**config.mk**
```make
export PLATFORM = sky130hd
export DESIGN_NAME = imem_arbiter
export DESIGN_NICKNAME = d
export VERILOG_FILES = /design/src/rtl/imem_arb_pkg.sv /design/src/rtl/arb_starve_ctr.sv /design/src/rtl/imem_arbiter.sv
export SDC_FILE = /design/constraint.sdc
export NUM_CORES = 1
export LEC_CHECK = 0
export BUFFER_PORTS_ARGS = -buffer_cell sky130_fd_sc_hd__buf_2
export CAP_MARGIN = 20
export CORE_AREA = 2 2 95 97
export DETAILED_ROUTE_END_ITERATION = 6
export DIE_AREA = 0 0 97 99
export GPL_TIMING_DRIVEN = 0
export PLACE_DENSITY = 0.63
export SYNTH_ARGS = -nofsm -noshare
export SYNTH_HDL_FRONTEND = slang
export SYNTH_HIERARCHICAL = 1
export SYNTH_SLANG_ARGS = --single-unit
```
**constraint.sdc**
```tcl
create_clock -name clk -period 5.44 [get_ports clk]
set_input_delay 0.544 -clock clk [delete_from_list [all_inputs] [get_ports clk]]
set_output_delay 0.544 -clock clk [all_outputs]
set_load 0.02 [all_outputs]
```
**src/rtl/imem_arb_pkg.sv**
```systemverilog
// Shared types and defaults for the instruction-memory arbiter.
package imem_arb_pkg;

  localparam int ADDR_W_DEF     = 5;
  localparam int STARVE_MAX_DEF = 4;

  typedef enum logic [1:0] {
    OWN_NONE = 2'd0,
    OWN_F    = 2'd1,
    OWN_D    = 2'd2
  } own_e;

  localparam logic [31:0] NOP_INSTR = 32'h0;

  // True when any byte-address bit above the word-address field is set.
  function automatic logic addr_oor(input logic [31:0] addr, input int aw);
    return (addr >> (aw + 2)) != 32'd0;
  endfunction

endpackage

```
**src/rtl/arb_starve_ctr.sv**
```systemverilog
// Saturating counter of fetch grants taken while a debug request waits.
module arb_starve_ctr #(
  parameter int MAX = 4
) (
  input  logic clk,
  input  logic reset,
  input  logic clr,
  input  logic inc,
  output logic at_max
);

  localparam int CW = (MAX < 1) ? 1 : $clog2(MAX + 1);
  localparam logic [CW-1:0] MAX_V = CW'(MAX);

  logic [CW-1:0] cnt_q, cnt_d;

  always_comb begin
    cnt_d = cnt_q;
    if (clr)
      cnt_d = '0;
    else if (inc && (cnt_q != MAX_V))
      cnt_d = cnt_q + CW'(1);
  end

  always_ff @(posedge clk or negedge reset) begin
    if (!reset)
      cnt_q <= '0;
    else
      cnt_q <= cnt_d;
  end

  assign at_max = (cnt_q == MAX_V);

endmodule

```
**src/rtl/imem_arbiter.sv**
```systemverilog
// Fetch-priority arbiter for the single-port iMEM with a debug starvation guard.
// Define IMEM_ARB_WRITE_EN to allow debug writes; otherwise the memory is ROM.
module imem_arbiter
  import imem_arb_pkg::*;
#(
  parameter int ADDR_W     = ADDR_W_DEF,
  parameter int STARVE_MAX = STARVE_MAX_DEF
) (
  input  logic              clk,
  input  logic              reset,
  input  logic              f_req,
  input  logic [31:0]       f_addr,
  input  logic              flush,
  output logic              f_gnt,
  output logic              f_hold,
  output logic              f_valid,
  output logic [31:0]       f_rdata,
  input  logic              d_req,
  input  logic              d_we,
  input  logic [31:0]       d_addr,
  input  logic [31:0]       d_wdata,
  output logic              d_gnt,
  output logic              d_valid,
  output logic [31:0]       d_rdata,
  output logic              d_err,
  output logic              mem_en,
  output logic              mem_we,
  output logic [ADDR_W-1:0] mem_addr,
  output logic [31:0]       mem_wdata,
  input  logic [31:0]       mem_rdata
);

  logic starve_at_max;
  logic f_oor, d_oor, d_bad;
  own_e owner_q, owner_d;
  logic f_kill_q, f_kill_d;
  logic f_oor_q, f_oor_d;
  logic d_err_q, d_err_d;
  logic d_nodata_q, d_nodata_d;

  assign f_oor = addr_oor(f_addr, ADDR_W);
  assign d_oor = addr_oor(d_addr, ADDR_W);

`ifdef IMEM_ARB_WRITE_EN
  assign d_bad     = d_oor;
  assign mem_we    = d_gnt & d_we & ~d_oor;
  assign mem_wdata = d_wdata;
`else
  logic unused_wdata;
  assign unused_wdata = ^d_wdata;
  assign d_bad     = d_oor | d_we;
  assign mem_we    = 1'b0;
  assign mem_wdata = 32'h0;
`endif

  assign d_gnt  = d_req & (~f_req | starve_at_max);
  assign f_gnt  = f_req & ~d_gnt;
  assign f_hold = f_req & ~f_gnt;

  assign mem_en   = (f_gnt & ~f_oor) | (d_gnt & ~d_bad);
  assign mem_addr = d_gnt ? d_addr[ADDR_W+1:2] : f_addr[ADDR_W+1:2];

  arb_starve_ctr #(.MAX(STARVE_MAX)) u_starve (
    .clk    (clk),
    .reset  (reset),
    .clr    (d_gnt | ~d_req),
    .inc    (f_gnt & d_req),
    .at_max (starve_at_max)
  );

  always_comb begin
    owner_d    = OWN_NONE;
    f_kill_d   = flush;
    f_oor_d    = f_oor;
    d_err_d    = d_bad;
    d_nodata_d = d_bad | d_we;
    if (d_gnt)
      owner_d = OWN_D;
    else if (f_gnt)
      owner_d = OWN_F;
  end

  // Response-cycle state: who owns the returning mem_rdata and how to qualify it.
  always_ff @(posedge clk or negedge reset) begin
    if (!reset) begin
      owner_q    <= OWN_NONE;
      f_kill_q   <= 1'b0;
      f_oor_q    <= 1'b0;
      d_err_q    <= 1'b0;
      d_nodata_q <= 1'b0;
    end else begin
      owner_q    <= owner_d;
      f_kill_q   <= f_kill_d;
      f_oor_q    <= f_oor_d;
      d_err_q    <= d_err_d;
      d_nodata_q <= d_nodata_d;
    end
  end

  // A flush in either the grant or the response cycle kills the fetch return.
  assign f_valid = (owner_q == OWN_F) & ~f_kill_q & ~flush;
  assign f_rdata = (f_valid & ~f_oor_q) ? mem_rdata : NOP_INSTR;
  assign d_valid = (owner_q == OWN_D);
  assign d_err   = d_valid & d_err_q;
  assign d_rdata = (d_valid & ~d_nodata_q) ? mem_rdata : 32'h0;

endmodule
```
==> summary.txt <==
CP Cell Sequence -> buf_2 -> nor4b_1 -> and2b_1 -> clkbuf_1 -> and2_1 -> buf_2
CP max-delay cell -> nor4b_1
Critical Path RT -> 4.90 ns
Post-CTS setup buffer count -> 0
Cell count after synthesis -> 169
Worst vdd ir -> 0.0539 mV
Critical path's top delay family -> simple AND/OR/NAND/NOR gates
TNS Setup -> 0 ns
Worst r2r dst -> u_starve/cnt_q[0]$_DFFE_PN0P_
Die area -> 9600 um2
RSZ-0062 raised after global routing -> no
Synthesis-to-finish area growth -> 90.3%
Final ANT Viol Nets -> 0
Drt via density -> 3.66
Largest cells by area after synthesis -> and2_1 (33%), buf_4 (19%), dfrtp_1 (16%)
# resized after CTS -> 0
Post-synthesis simple-gate area fraction -> 50.2%
Minimum clock period -> 2.54 ns
DRC -> 0
Vias in the first global route -> 1558
Final setup fails -> 0
Main synth FF type -> dfrtp_1
IO Port Bufs -> 173
WL/cell -> 9.89 um
Setup WS pre-CTS -> 2.75 ns
Setup crit start kind -> input port
Total CTS buffers -> 3
First-pass GRT wire length -> 7.26 mm
Leak Pwr -> 1.54 nW
Clk Latency, worst-skew pair -> 0.22 ns
Total wire length -> 4.80 mm
Setup WS post-layout -> 2.90 ns
Congestion Overflow GR -> 0
Mapped Area -> 1290 um2
Global Route Usage Sum -> 9.21%
Flops & latches, synth -> 8
H-tree levels -> 1
Critical Path Max Stage Delay -> 0.39 ns
Post-synthesis area per instance -> 7.62 um2
Count of hold-fix buffers inserted at cts -> 0
XOR/XNOR Fraction of Synth Area -> 0%
Initial antenna violation count -> 0
Leading cell type in the layout, fill and taps excluded -> buf_2
Buffers & Inverters on Critical Path -> 3
Final setup skew -> 0.00335 ns
Vias post-DR -> 1773
Main combinational cell family by area after synthesis -> simple AND/OR/NAND/NOR gates
Starting density of the core -> 15.1%
Max-slew violation count -> 0
Die W -> 97 um
R2R depth -> 7
CTS max path bufs -> 2
Num rows -> 34
Status -> finished clean
Final hold viol count -> 0
Cell variety after synth -> 30
Commonest non-fill, non-tap cells in the layout -> buf_2 (173), and2_1 (67), buf_4 (33), conb_1 (33), nor4_1 (10)
Pre-antenna DRT Iters -> 3
Post-synthesis mux area share -> 6.32%
Initial drt markers -> 16
Post-synth ARST share -> 100%
Power Dens Cells -> 94.1 nW/um2
Hold Path Class -> input port to async pin
Root buffer cell -> clkbuf_8
TritonCTS Sinks -> 8
Adder-cell share of the synthesized area -> 1.94%
Core footprint -> 8550 um2
Final period util -> 46.7%
Largest area contributor in the netlist -> and2_1
Worst EP arrival -> 2.00 ns
Dpl hpwl -> 4.53 mm
CTS tree -> done
Ant diodes -> 0
CP max FO -> 10
RR Startpoint -> u_starve/cnt_q[0]$_DFFE_PN0P_
Max Fclk -> 394 MHz
Post-synth top area share -> 32.6%
Synth Warn # -> 6
Setup crit end kind -> primary output
Top cell by count, worst path -> buf_2
Area fraction in compound gates after synthesis -> 3.21%
# fillers -> 937
Share of layout cells above drive strength 1 -> 58.1%
Post-synth EDFFs -> 0
Reg clk slew, reported paths -> 0.04 ns
Seq/Total Area, Yosys -> 15.5%
Io pins -> 243
Max Cap Violations -> 0
Placer Congestion -> 0.736
CP Class -> input port to primary output
Reg2Reg Setup Slack -> 3.55 ns
Die Y -> 99 um
Largest net degree at the start of global routing -> 11
Layout Nets -> 515
==> per-stage QoR <==
step	total power [mW]	area, um2	util (%)	hold slack [ns]	instances
5_1_grt	0.248	2450	28.7	0.157	485
6_report	0.231	2450	28.7	0.153	485
3_3_place_gp	0.162	2410	28.2	0.392	482
2_1_floorplan	0.119	1410	-	0.248	201
3_5_place_dp	0.164	2410	28.2	0.397	482
4_1_cts	0.234	2450	28.7	0.156	485
==> how the worst max path moves through the flow <==
stage                        to  cells after the start            startpoint
floorplan            f_rdata[0]                      4                 flush
global route         f_rdata[6]                      5  owner_q[1]$_DFF_PN0_
global placement     f_rdata[8]                      6                 flush
CTS                  f_rdata[3]                      6                 flush
detailed placement   f_rdata[3]                      6                 flush
finish              f_rdata[21]                      6                 flush
==> flip-flops by register name (all words and copies together), names as in the netlist <==
register and count:
d_nodata_q 1, f_kill_q 1, f_oor_q 1, owner_q 2, u_starve/cnt_q 3
==> routing by layer <==
metal / part of all wire, % / global-route usage [%] / up-vias
met4: 0.60 / 2.28 / 0
met2: 53 / 18.1 / 121
li1: - / - / 905
met1: 35 / 10.2 / 745
met3: 11 / 1.63 / 2
met5: 0 / 0 / -
==> cell families (layout without fill, tap and decap cells) <==
logic type | count (synthesis) | count (layout)
multiplexers | 7 | 7
AO/OA/AOI/OAI | 4 | 4
adder cells (fa/ha/maj) | 2 | 2
AND/OR/NAND/NOR | 103 | 103
other | 1 | 33
flip-flops | 8 | 8
buffers and inverters | 44 | 220
==> where the power goes <==
part	switching, mW	leakage, nW	internal (mW)
Combinational	0.0502	1.42	0.0507
Sequential	0.000796	0.0959	0.0614
Clock	0.0199	0.0216	0.0476
Total	0.0709	1.54	0.160
==> Yosys cell counts (2+ instances only) <==
master    count
nor4b_1       2
buf_4        33
nand4_1       2
ha_1          2
clkbuf_1      6
nor2b_1       4
mux2_2        5
nor2_1        4
nand2b_1      3
inv_1         5
nor4_1       10
dfrtp_1       8
and2_1       67
nand2_1       2
==> layout make-up <==
cell class	instances	area, um2	share of cell area (%)
plain buffers	39	270	11.0
repair buffers	173	866	35.3
clock buffers	3	41.3	1.69
well taps	108	135	5.52
flip-flops and latches	8	200	8.17
multi-input cells	149	918	37.5
inverters	5	18.8	0.766
(Power assumes the default switching activity.)
